[src/rtl/adc_window_peak_detector.sv]
// Windowed peak-magnitude detector for packed multi-lane ADC beats.
// Optional threshold compare is compiled in when PEAK_THRESHOLD_EN is defined.

module adc_window_peak_detector #(
    parameter int unsigned SAMPLE_WIDTH     = 16,
    parameter int unsigned SAMPLES_PER_WORD = 8,
    parameter int unsigned WIN_WIDTH        = 8,
    parameter int unsigned BASE_ADDR        = 2,
    localparam int unsigned LANE_BITS       = $clog2(SAMPLES_PER_WORD),
    localparam int unsigned POS_WIDTH       = WIN_WIDTH + LANE_BITS
) (
    input  logic                                     clk,
    input  logic                                     rst,
    input  logic [31:0]                              gpio_in,
    input  logic [SAMPLE_WIDTH*SAMPLES_PER_WORD-1:0] s_axis_tdata,
    input  logic                                     s_axis_tvalid,
    output logic                                     s_axis_tready,
    input  logic                                     run,
    output logic [SAMPLE_WIDTH-1:0]                  peak_out,
    output logic [SAMPLE_WIDTH-1:0]                  peak_mag,
    output logic [POS_WIDTH-1:0]                     peak_pos,
    output logic                                     peak_valid,
    output logic                                     peak_over_thresh,
    output logic                                     busy
);

    localparam int unsigned DATA_W = SAMPLE_WIDTH * SAMPLES_PER_WORD;
    localparam int unsigned NODES  = 2 * SAMPLES_PER_WORD - 1;

    typedef enum logic [1:0] {StIdle, StAcc, StDone} state_e;

    function automatic logic [SAMPLE_WIDTH-1:0] abs_mag(input logic [SAMPLE_WIDTH-1:0] x);
        return x[SAMPLE_WIDTH-1] ? -x : x;
    endfunction

    // ---------------------------------------------------------------- config bus
    logic [15:0]          gpio_addr;
    logic [7:0]           gpio_data;
    logic                 gpio_wclk;
    logic                 unused_gpio;
    logic                 wclk_q, wclk_d;
    logic                 wr_stb;
    logic [WIN_WIDTH-1:0] win_len_q, win_len_d;
    logic                 cont_q, cont_d;

    assign gpio_addr   = gpio_in[15:0];
    assign gpio_data   = gpio_in[23:16];
    assign gpio_wclk   = gpio_in[24];
    assign unused_gpio = ^gpio_in[31:25];

    always_comb begin
        wclk_d    = gpio_wclk;
        wr_stb    = gpio_wclk & ~wclk_q;
        win_len_d = win_len_q;
        cont_d    = cont_q;
        if (wr_stb && gpio_addr == 16'(BASE_ADDR)) begin
            win_len_d = WIN_WIDTH'(gpio_data);
        end
        if (wr_stb && gpio_addr == 16'(BASE_ADDR + 1)) begin
            cont_d = gpio_data[0];
        end
    end

    always_ff @(posedge clk or negedge rst) begin
        if (!rst) begin
            wclk_q    <= 1'b0;
            win_len_q <= WIN_WIDTH'(1);
            cont_q    <= 1'b0;
        end else begin
            wclk_q    <= wclk_d;
            win_len_q <= win_len_d;
            cont_q    <= cont_d;
        end
    end

    // ---------------------------------------------------------------- window FSM
    state_e               state_q, state_d;
    logic [WIN_WIDTH-1:0] win_cur_q, win_cur_d;
    logic [WIN_WIDTH-1:0] beat_idx_q, beat_idx_d;
    logic [WIN_WIDTH-1:0] len_eff;
    logic                 first_last, acc_last;
    logic                 start, accept, abort;
    logic [WIN_WIDTH-1:0] cur_idx;
    logic                 cur_last;

    assign len_eff    = (win_len_q == '0) ? WIN_WIDTH'(1) : win_len_q;
    assign first_last = (len_eff == WIN_WIDTH'(1));
    assign acc_last   = (beat_idx_q == win_cur_q - WIN_WIDTH'(1));

    always_comb begin
        state_d = state_q;
        start   = 1'b0;
        accept  = 1'b0;
        abort   = 1'b0;
        unique case (state_q)
            StIdle: begin
                if (run && s_axis_tvalid) start = 1'b1;
            end
            StAcc: begin
                if (!run) begin
                    abort   = 1'b1;
                    state_d = StIdle;
                end else if (s_axis_tvalid) begin
                    accept = 1'b1;
                    if (acc_last) state_d = StDone;
                end
            end
            StDone: begin
                // Continuous mode reopens straight from here, so there is no dead cycle.
                if (!run) state_d = StIdle;
                else if (cont_q && s_axis_tvalid) start = 1'b1;
            end
            default: state_d = StIdle;
        endcase
        if (start) begin
            accept  = 1'b1;
            state_d = first_last ? StDone : StAcc;
        end
    end

    always_comb begin
        cur_idx    = start ? '0 : beat_idx_q;
        cur_last   = start ? first_last : acc_last;
        win_cur_d  = start ? len_eff : win_cur_q;
        beat_idx_d = beat_idx_q;
        if (accept) beat_idx_d = cur_idx + WIN_WIDTH'(1);
        if (abort)  beat_idx_d = '0;
    end

    always_ff @(posedge clk or negedge rst) begin
        if (!rst) begin
            state_q    <= StIdle;
            win_cur_q  <= WIN_WIDTH'(1);
            beat_idx_q <= '0;
        end else begin
            state_q    <= state_d;
            win_cur_q  <= win_cur_d;
            beat_idx_q <= beat_idx_d;
        end
    end

    assign busy          = (state_q == StAcc);
    assign s_axis_tready = 1'b1;

    // ---------------------------------------------------------------- P0: beat capture
    logic                                       p0_valid_q, p0_valid_d;
    logic [DATA_W-1:0]                          p0_data_q, p0_data_d;
    logic [SAMPLES_PER_WORD-1:0][SAMPLE_WIDTH-1:0] p0_mag_q, p0_mag_d;
    logic                                       p0_first_q, p0_first_d;
    logic                                       p0_last_q, p0_last_d;
    logic [WIN_WIDTH-1:0]                       p0_idx_q, p0_idx_d;

    always_comb begin
        p0_valid_d = accept;
        p0_data_d  = p0_data_q;
        p0_mag_d   = p0_mag_q;
        p0_first_d = p0_first_q;
        p0_last_d  = p0_last_q;
        p0_idx_d   = p0_idx_q;
        if (accept) begin
            p0_data_d  = s_axis_tdata;
            p0_first_d = start;
            p0_last_d  = cur_last;
            p0_idx_d   = cur_idx;
            for (int l = 0; l < int'(SAMPLES_PER_WORD); l++) begin
                p0_mag_d[l] = abs_mag(s_axis_tdata[l*SAMPLE_WIDTH +: SAMPLE_WIDTH]);
            end
        end
    end

    always_ff @(posedge clk or negedge rst) begin
        if (!rst) begin
            p0_valid_q <= 1'b0;
            p0_data_q  <= '0;
            p0_mag_q   <= '0;
            p0_first_q <= 1'b0;
            p0_last_q  <= 1'b0;
            p0_idx_q   <= '0;
        end else begin
            p0_valid_q <= p0_valid_d;
            p0_data_q  <= p0_data_d;
            p0_mag_q   <= p0_mag_d;
            p0_first_q <= p0_first_d;
            p0_last_q  <= p0_last_d;
            p0_idx_q   <= p0_idx_d;
        end
    end

    // ---------------------------------------------------------------- P1: lane max tree
    // Heap layout: node i has children 2i+1 (lower lanes) and 2i+2; leaves start at SPW-1.
    logic [NODES-1:0][SAMPLE_WIDTH-1:0] tree_mag;
    logic [NODES-1:0][SAMPLE_WIDTH-1:0] tree_smp;
    logic [NODES-1:0][LANE_BITS-1:0]    tree_lane;

    always_comb begin
        tree_mag  = '0;
        tree_smp  = '0;
        tree_lane = '0;
        for (int l = 0; l < int'(SAMPLES_PER_WORD); l++) begin
            tree_mag[int'(SAMPLES_PER_WORD) - 1 + l]  = p0_mag_q[l];
            tree_smp[int'(SAMPLES_PER_WORD) - 1 + l]  = p0_data_q[l*SAMPLE_WIDTH +: SAMPLE_WIDTH];
            tree_lane[int'(SAMPLES_PER_WORD) - 1 + l] = LANE_BITS'(l);
        end
        for (int i = int'(SAMPLES_PER_WORD) - 2; i >= 0; i--) begin
            if (tree_mag[2*i+2] > tree_mag[2*i+1]) begin
                tree_mag[i]  = tree_mag[2*i+2];
                tree_smp[i]  = tree_smp[2*i+2];
                tree_lane[i] = tree_lane[2*i+2];
            end else begin
                tree_mag[i]  = tree_mag[2*i+1];
                tree_smp[i]  = tree_smp[2*i+1];
                tree_lane[i] = tree_lane[2*i+1];
            end
        end
    end

    logic                    p1_valid_q, p1_valid_d;
    logic [SAMPLE_WIDTH-1:0] p1_mag_q, p1_mag_d;
    logic [SAMPLE_WIDTH-1:0] p1_smp_q, p1_smp_d;
    logic [POS_WIDTH-1:0]    p1_pos_q, p1_pos_d;
    logic                    p1_first_q, p1_first_d;
    logic                    p1_last_q, p1_last_d;

    always_comb begin
        // Partial beats of an aborted window are dropped; a finished window's last beat is kept.
        p1_valid_d = p0_valid_q && !(abort && !p0_last_q);
        p1_mag_d   = p1_mag_q;
        p1_smp_d   = p1_smp_q;
        p1_pos_d   = p1_pos_q;
        p1_first_d = p1_first_q;
        p1_last_d  = p1_last_q;
        if (p0_valid_q) begin
            p1_mag_d   = tree_mag[0];
            p1_smp_d   = tree_smp[0];
            p1_pos_d   = {p0_idx_q, tree_lane[0]};
            p1_first_d = p0_first_q;
            p1_last_d  = p0_last_q;
        end
    end

    always_ff @(posedge clk or negedge rst) begin
        if (!rst) begin
            p1_valid_q <= 1'b0;
            p1_mag_q   <= '0;
            p1_smp_q   <= '0;
            p1_pos_q   <= '0;
            p1_first_q <= 1'b0;
            p1_last_q  <= 1'b0;
        end else begin
            p1_valid_q <= p1_valid_d;
            p1_mag_q   <= p1_mag_d;
            p1_smp_q   <= p1_smp_d;
            p1_pos_q   <= p1_pos_d;
            p1_first_q <= p1_first_d;
            p1_last_q  <= p1_last_d;
        end
    end

    // ---------------------------------------------------------------- P2: window accumulate
    logic                    p1_live, take_new;
    logic [SAMPLE_WIDTH-1:0] best_mag, best_smp;
    logic [POS_WIDTH-1:0]    best_pos;
    logic [SAMPLE_WIDTH-1:0] acc_mag_q, acc_mag_d;
    logic [SAMPLE_WIDTH-1:0] acc_smp_q, acc_smp_d;
    logic [POS_WIDTH-1:0]    acc_pos_q, acc_pos_d;
    logic                    peak_valid_q, peak_valid_d;
    logic [SAMPLE_WIDTH-1:0] peak_out_q, peak_out_d;
    logic [SAMPLE_WIDTH-1:0] peak_mag_q, peak_mag_d;
    logic [POS_WIDTH-1:0]    peak_pos_q, peak_pos_d;

    always_comb begin
        p1_live  = p1_valid_q && !(abort && !p1_last_q);
        // Strict compare keeps the earlier beat on a tie.
        take_new = p1_first_q || (p1_mag_q > acc_mag_q);
        best_mag = take_new ? p1_mag_q : acc_mag_q;
        best_smp = take_new ? p1_smp_q : acc_smp_q;
        best_pos = take_new ? p1_pos_q : acc_pos_q;

        acc_mag_d = acc_mag_q;
        acc_smp_d = acc_smp_q;
        acc_pos_d = acc_pos_q;
        if (p1_live) begin
            acc_mag_d = best_mag;
            acc_smp_d = best_smp;
            acc_pos_d = best_pos;
        end

        peak_valid_d = p1_live && p1_last_q;
        peak_out_d   = peak_valid_d ? best_smp : peak_out_q;
        peak_mag_d   = peak_valid_d ? best_mag : peak_mag_q;
        peak_pos_d   = peak_valid_d ? best_pos : peak_pos_q;
    end

    always_ff @(posedge clk or negedge rst) begin
        if (!rst) begin
            acc_mag_q    <= '0;
            acc_smp_q    <= '0;
            acc_pos_q    <= '0;
            peak_valid_q <= 1'b0;
            peak_out_q   <= '0;
            peak_mag_q   <= '0;
            peak_pos_q   <= '0;
        end else begin
            acc_mag_q    <= acc_mag_d;
            acc_smp_q    <= acc_smp_d;
            acc_pos_q    <= acc_pos_d;
            peak_valid_q <= peak_valid_d;
            peak_out_q   <= peak_out_d;
            peak_mag_q   <= peak_mag_d;
            peak_pos_q   <= peak_pos_d;
        end
    end

    assign peak_valid = peak_valid_q;
    assign peak_out   = peak_out_q;
    assign peak_mag   = peak_mag_q;
    assign peak_pos   = peak_pos_q;

    // ---------------------------------------------------------------- threshold flag
`ifdef PEAK_THRESHOLD_EN
    logic [7:0] thresh_q, thresh_d;
    logic       over_q, over_d;

    always_comb begin
        thresh_d = thresh_q;
        over_d   = over_q;
        if (wr_stb && gpio_addr == 16'(BASE_ADDR + 2)) begin
            thresh_d = gpio_data;
        end
        if (peak_valid_d) begin
            over_d = (best_mag >= {thresh_q, {(SAMPLE_WIDTH-8){1'b0}}});
        end
    end

    always_ff @(posedge clk or negedge rst) begin
        if (!rst) begin
            thresh_q <= 8'hFF;
            over_q   <= 1'b0;
        end else begin
            thresh_q <= thresh_d;
            over_q   <= over_d;
        end
    end

    assign peak_over_thresh = over_q;
`else
    assign peak_over_thresh = 1'b0;
`endif

endmodule
[config.mk]
export PLATFORM = sky130hd
export DESIGN_NAME = adc_window_peak_detector
export DESIGN_NICKNAME = d
export VERILOG_FILES = /design/src/rtl/adc_window_peak_detector.sv
export SDC_FILE = /design/constraint.sdc
export NUM_CORES = 1
export LEC_CHECK = 0
export BUFFER_PORTS_ARGS = -buffer_cell sky130_fd_sc_hd__buf_2
export CORE_UTILIZATION = 61
export CTS_BUF_LIST = sky130_fd_sc_hd__clkbuf_16
export DETAILED_ROUTE_END_ITERATION = 12
export PLACE_DENSITY = 0.81
export SETUP_SLACK_MARGIN = 0.2
export SLEW_MARGIN = 10
export SYNTH_ARGS = -nofsm -noshare
export SYNTH_HDL_FRONTEND = slang
export SYNTH_SLANG_ARGS = --single-unit
[constraint.sdc]
create_clock -name clk -period 7.6 [get_ports clk]
set_input_delay 0.38 -clock clk [delete_from_list [all_inputs] [get_ports clk]]
set_output_delay 0.38 -clock clk [all_outputs]
set_load 0.02 [all_outputs]
Word level (Yosys, flattened, before mapping):

Cells that the tools add are included.

* memories: 0
* word-level logic and storage cells: 134
* register bits after elaboration: 428
* latch bits: 0
* bits in writable memories: 0
* bits in read-only memories: 0
* input port bits: 164
* output and inout bits: 47

* $lt $le $gt $ge: 8
* multiplexer cells: 54
* equal/unequal tests: 10
* add/sub/neg operators: 10
* $mul: 0
* divide/modulo/power cells: 0
* bitwise operators: 2
* reduce and logical (&&, ||, !) cells: 18
* shifts and indexed selects: 0

Operators with widths (number)
* 2-to-1 mux 16 bit: 24
* > comparator 16 bit: 8
* negation 16 bit: 8
* == test 16 x 2 -> 1 bit, second input constant: 2
* 2-to-1 mux 8 bit: 4
* 2-to-1 mux 1 bit: 14
* 2-to-1 mux 2 bit: 6
* 2-to-1 mux 11 bit: 1
* logical AND 1 bit: 9
* 2-to-1 mux 3 bit: 3
* adder 8 x 1 -> 8 bit, second input constant: 1
* == test 8 x 1 -> 1 bit, second input constant: 1
* == test 8 bit: 1
* zero test 8 bit: 1
* subtractor 8 x 1 -> 8 bit, second input constant: 1
* one-hot mux 2 bit (3 select lines): 1
* zero test 1 bit: 4
* inequality test 4 x 2 -> 1 bit, second input constant: 1
* inequality test 4 x 3 -> 1 bit, second input constant: 1
* AND reduction 4 bit: 1
* inequality test 3 bit, second input constant: 1
* == test 2 x 1 -> 1 bit, second input constant: 1
* == test 2 bit, second input constant: 1
* zero test 2 bit: 1
* other kinds (6): 6

Depth between registers and ports, before layout:

* depth in word-level cells: 8
* mapped depth: 35
* mapped depth without buffers: 30

Worst setup path after synthesis:

OpenSTA, ideal clock, no wires.

* kind: reg2reg
* from: reg p0_mag_q[62] (netlist name)
* to: reg p1_smp_q[10]
* library setup time: 0.077 ns
* buffers on the path: 4
* data required time: 7.523 ns
* setup slack: 1.228 ns
* period minus slack after synthesis: 6.372 ns
* cell stages (with the launch flop): 33
* data arrival time: 6.294 ns
* cells stage by stage: dfrtp_1 -> ha_1 -> nand4_1 -> nor4_1 -> a21bo_2 -> a31oi_4 -> clkbuf_1 -> nor2_1 -> a21oi_1 -> inv_1 -> ha_1 -> a21o_1 -> a211oi_1 -> o21ai_0 -> a21oi_1 -> a21bo_2 -> o211ai_1 -> a211oi_4 -> buf_6 -> mux2_4 -> ha_1 -> a21o_1 -> a21o_1 -> a21oi_1 -> o21ai_0 -> a21o_1 -> a21oi_1 -> a21oi_1 -> clkbuf_1 -> nor2_1 -> clkbuf_1 -> a22oi_1 -> o21ai_1

* longest elaborated chain between the ends: 6
* elaborated cells on any way between the ends: 8
* classes of those cells: order compare (3); mux (5)

RTL lines
* start: declaration: RTL line 148 `logic [SAMPLES_PER_WORD-1:0][SAMPLE_WIDTH-1:0] p0_mag_q, p0_mag_d;`
* start signal: assignment: RTL line 182 `p0_mag_q <= p0_mag_d;`
* > comparator 16 bit: RTL line 205 `if (tree_mag[2*i+2] > tree_mag[2*i+1]) begin`
* 2-to-1 mux 16 bit: RTL line 205
* > comparator 16 bit: RTL line 205
* 2-to-1 mux 16 bit: RTL line 205
* > comparator 16 bit: RTL line 205
* 2-to-1 mux 16 bit (*): RTL line 205
* end signal: assignment: RTL line 252 `p1_smp_q <= p1_smp_d;`
* end: declaration: RTL line 219 `logic [SAMPLE_WIDTH-1:0] p1_smp_q, p1_smp_d;`

Mark *: on every way between the ends. The rest lies on a longest branch, timed or not.
A chain may end at the register's enable or synchronous reset.

Final worst setup path:

* from: reg p0_mag_q[43] (netlist name)
* to: reg p1_mag_q[0]

* longest elaborated chain between the ends: 6

RTL lines
* > comparator 16 bit: RTL line 205
* 2-to-1 mux 16 bit (*): RTL line 205
* > comparator 16 bit: RTL line 205
* 2-to-1 mux 16 bit (*): RTL line 205
* > comparator 16 bit: RTL line 205
* 2-to-1 mux 16 bit (*): RTL line 205
* end signal: assignment: RTL line 251 `p1_mag_q <= p1_mag_d;`
* end: declaration: RTL line 218 `logic [SAMPLE_WIDTH-1:0] p1_mag_q, p1_mag_d;`

Marked as above.

==> results.tsv <==
stage	metric	value	unit
power	p_sw_frac	0.420	
drt	wirelength	67200	µm
clock_tree	clock_latency	0.59	ns
synth	synth-edff-count	0	
layout	stdcell_area	27400	µm²
placement	pre_cts_ws	0.216	ns
grt	grt_use_total	0.331	
synth	synth-seq-cells	419	
drt	postRouteAntennaNets	0	
synth	synth_warnings	0	
placement	place_hpwl	48000	µm
power	power_frac_clock	0.215	
power	pwr-share-comb	0.469	
critical_path	cp_data_arrival_time	7.60	ns
sta	rsz0062_at_grt	false	
synth	synthFlopType	dfrtp_1	
power	p_per_area	361	nW/µm²
synth	synthArstFlopShare	1.00	
critical_path	path_class	reg2reg	
sta	fmax	0.141	GHz
floorplanning	rows	73	
sta	period_share	0.934	
placement	placed_area	26000	µm²
sta	finClkSkew	0.0198	ns
drt	dr_total_vias	20900	
clock_tree	cts_setup_buffers	0	
floorplanning	die_w	203	µm
drt	routed_via_density	6.04	
synth	ys_top_cells_by_count	nand2_1, dfrtp_1, o21ai_0	
placement	io_buffers	201	
power	p_seq_frac	0.316	
grt	grt_pass1_wl	108000	µm
layout	syn2layout_area_growth	11.7	%
layout	drive_gt1_frac	0.139	
critical_path	reg2reg_slack	0.50	ns
critical_path	critPathTopFamily	compound AO/OA/AOI/OAI gates	
sta	slew_violations	0	
layout	n_antenna_cell	0	
critical_path	critPathMaxStageDelay	0.64	ns
grt	antenna_found_initial	0	
power	ir_worst_vdd	0.000283	V
power	internal_power	5750	µW
floorplanning	num_io_pins	211	
sta	relSlewSlack	0.220	
clock_tree	cts.htree.levels	2	
grt	gr-total-overflow	0	
grt	grt_pass1_vias	20200	
synth	syn_area	24600	µm²
drt	drt_pass1_iterations	6	
sta	tns	0	ns
critical_path	slowest_stage	a31oi_2	
clock_tree	clk_pin_slew_worst_paths	0.06	ns
critical_path	cp-end-kind	register	
placement	gp_congestion	0.929	
floorplanning	core	39700	µm²
drt	wl_per_cell	19.4	µm
critical_path	start_kind	register	
clock_tree	cts-root-buf	clkbuf_16	
synth	syn_inst	2767	
critical_path	required	8.11	ns
clock_tree	numClockSinks	419	
drt	drtIter0Drc	1902	
floorplanning	dieArea	41100	µm²
sta	setup_violations	0	
critical_path	path_buf_inv	4	
sta	hold_violations	0	
synth	synth.area.top_cells	dfrtp_1, nand2_1, ha_1	
power	leakagePower	0.0138	µW
layout	nNetsFinal	3205	
synth	synthesis.nets	3067	
job	cap_violations	0	
grt	grt_start_max_net_pins	287	
sta	setup_ws	0.504	ns
sta	finalCriticalPeriod	7.10	ns
synth	syn_area_per_cell	8.88	µm²
critical_path	cp_max_fo	22	
floorplanning	die-height	203	µm
floorplanning	start_util	0.618	
sta	worst_pin_slew	1.17	ns
synth	yosysTopAreaCellShare	0.425	
synth	yosys.area.top_type	dfrtp_1	
drt	drc_errors	0	
clock_tree	cts_buffers	46	
synth	ys_types	69	
clock_tree	clock_path_buffers	3	
power	power_switching	4170	µW
synth	ys_seq_area_frac	0.427	
min_path	hp-class	in2reg	
synth	synth_most_common_cell	nand2_1	
critical_path	crit_path_frequent_cell	ha_1	
clock_tree	cts_tree	built	
status	status	completed	
==> registers in the layout (all words and copies together) (netlist names), 2 cells and up <==
register and flops:
acc_mag_q 16, acc_pos_q 11, acc_smp_q 16, beat_idx_q 8, p0_data_q 128, p0_idx_q 8, p0_mag_q 120, p1_mag_q 16
p1_pos_q 11, p1_smp_q 15, peak_mag 16, peak_out 16, peak_pos 11, state_q 2, win_cur_q 8, win_len_q 8
==> area by class of cell <==
class                   instances  area (µm²)
multi-input cells            2045       13000
fillers                      3107       12300
flip-flops and latches        419       10500
repair buffers                241        1350
clock buffers                  47        1180
well taps                     525         657
inverters                     152         573
clock inverters                37         226
==> logic make-up (layout without fill, tap and decap cells) <==
kind of cell,Yosys count,after routing,share of synthesized area
AO/OA/AOI/OAI,521,522,0.138
XOR/XNOR,117,117,0.0417
adder cells (fa/ha/maj),136,136,0.0693
buffers and inverters,304,477,0.0485
flip-flops,419,419,0.427
multiplexers,199,199,0.0870
other,2,2,0.000306
AND/OR/NAND/NOR,1069,1069,0.188
==> worst paths after layout <==
kind,from,to,cells after the start
worst max register to register,p0_mag_q[43],p1_mag_q[0],28
max in group asynchronous,rst,p0_data_q[16],3
worst min-delay path,gpio_in[18],win_len_q[2],2
min in group asynchronous,rst,win_cur_q[5],2
worst max-delay path,p0_mag_q[43],p1_mag_q[0],28
worst min register to register,p0_data_q[67],p0_data_q[67],2
==> placed cells by master (no fill, tap or decap), types with 8 or more instances in the layout <==
cell,instances
nand2_1,657
dfrtp_1,416
buf_2,200
o21ai_0,161
inv_1,158
ha_1,136
nor2_1,135
mux2i_1,121
a21oi_1,107
xor2_1,97
nor3_1,77
mux2_2,65
or3_1,52
clkbuf_16,47
a221oi_1,43
nand2b_1,35
buf_4,35
a22oi_1,33
o31ai_1,31
nand4_1,26
o311ai_0,25
a21o_1,22
xnor2_1,20
o21ai_1,18
nand3_1,16
a211o_1,16
nor2b_1,13
mux2_4,13
o21a_1,12
clkinv_1,12
or4_1,11
clkinv_2,11
nor4_1,10
o41ai_1,9
nand4b_1,8
==> timing repair <==
action | 4_1_cts | 5_1_grt
endpoints found under the hold margin | 126 | 0
pin swaps | 0 | 2
endpoints found under the setup margin | 2 | 31
gates resized for setup | 1 | 3
cloned | 0 | 1
hold buffers | 2 | 0
==> power by group through the flow <==
stage,logic [µW],registers [µW],clock network (µW)
after detailed placement,4540,3150,0
final,4650,3130,2130
after global routing,5090,3190,2240
after CTS,4580,3120,2150
after floorplan,3190,3120,0
after global placement,4420,3110,0
==> metrics by stage <==
stage | total power (µW) | utilization | cells | hold WS [ns]
after floorplan | 6310 | - | 2767 | 0.0844
after global placement | 7540 | 0.654 | 3379 | 0.448
after detailed placement | 7690 | 0.654 | 3379 | 0.455
after CTS | 9850 | 0.690 | 3465 | 0.0161
after global routing | 10500 | 0.691 | 3466 | 0.0397
final | 9910 | 0.691 | 3466 | 0.0359
==> metal layers <==
metal / part of all wire / vias to the layer above / wire length (µm) / global-route usage
li1: - / 9810 / - / -
met1: 0.43 / 10200 / 29000 / 0.466
met2: 0.47 / 824 / 31300 / 0.524
met3: 0.075 / 124 / 5030 / 0.0522
met4: 0.027 / 0 / 1810 / 0.109
met5: 0 / - / 0 / 0
Power figures use the tool's default switching activity.
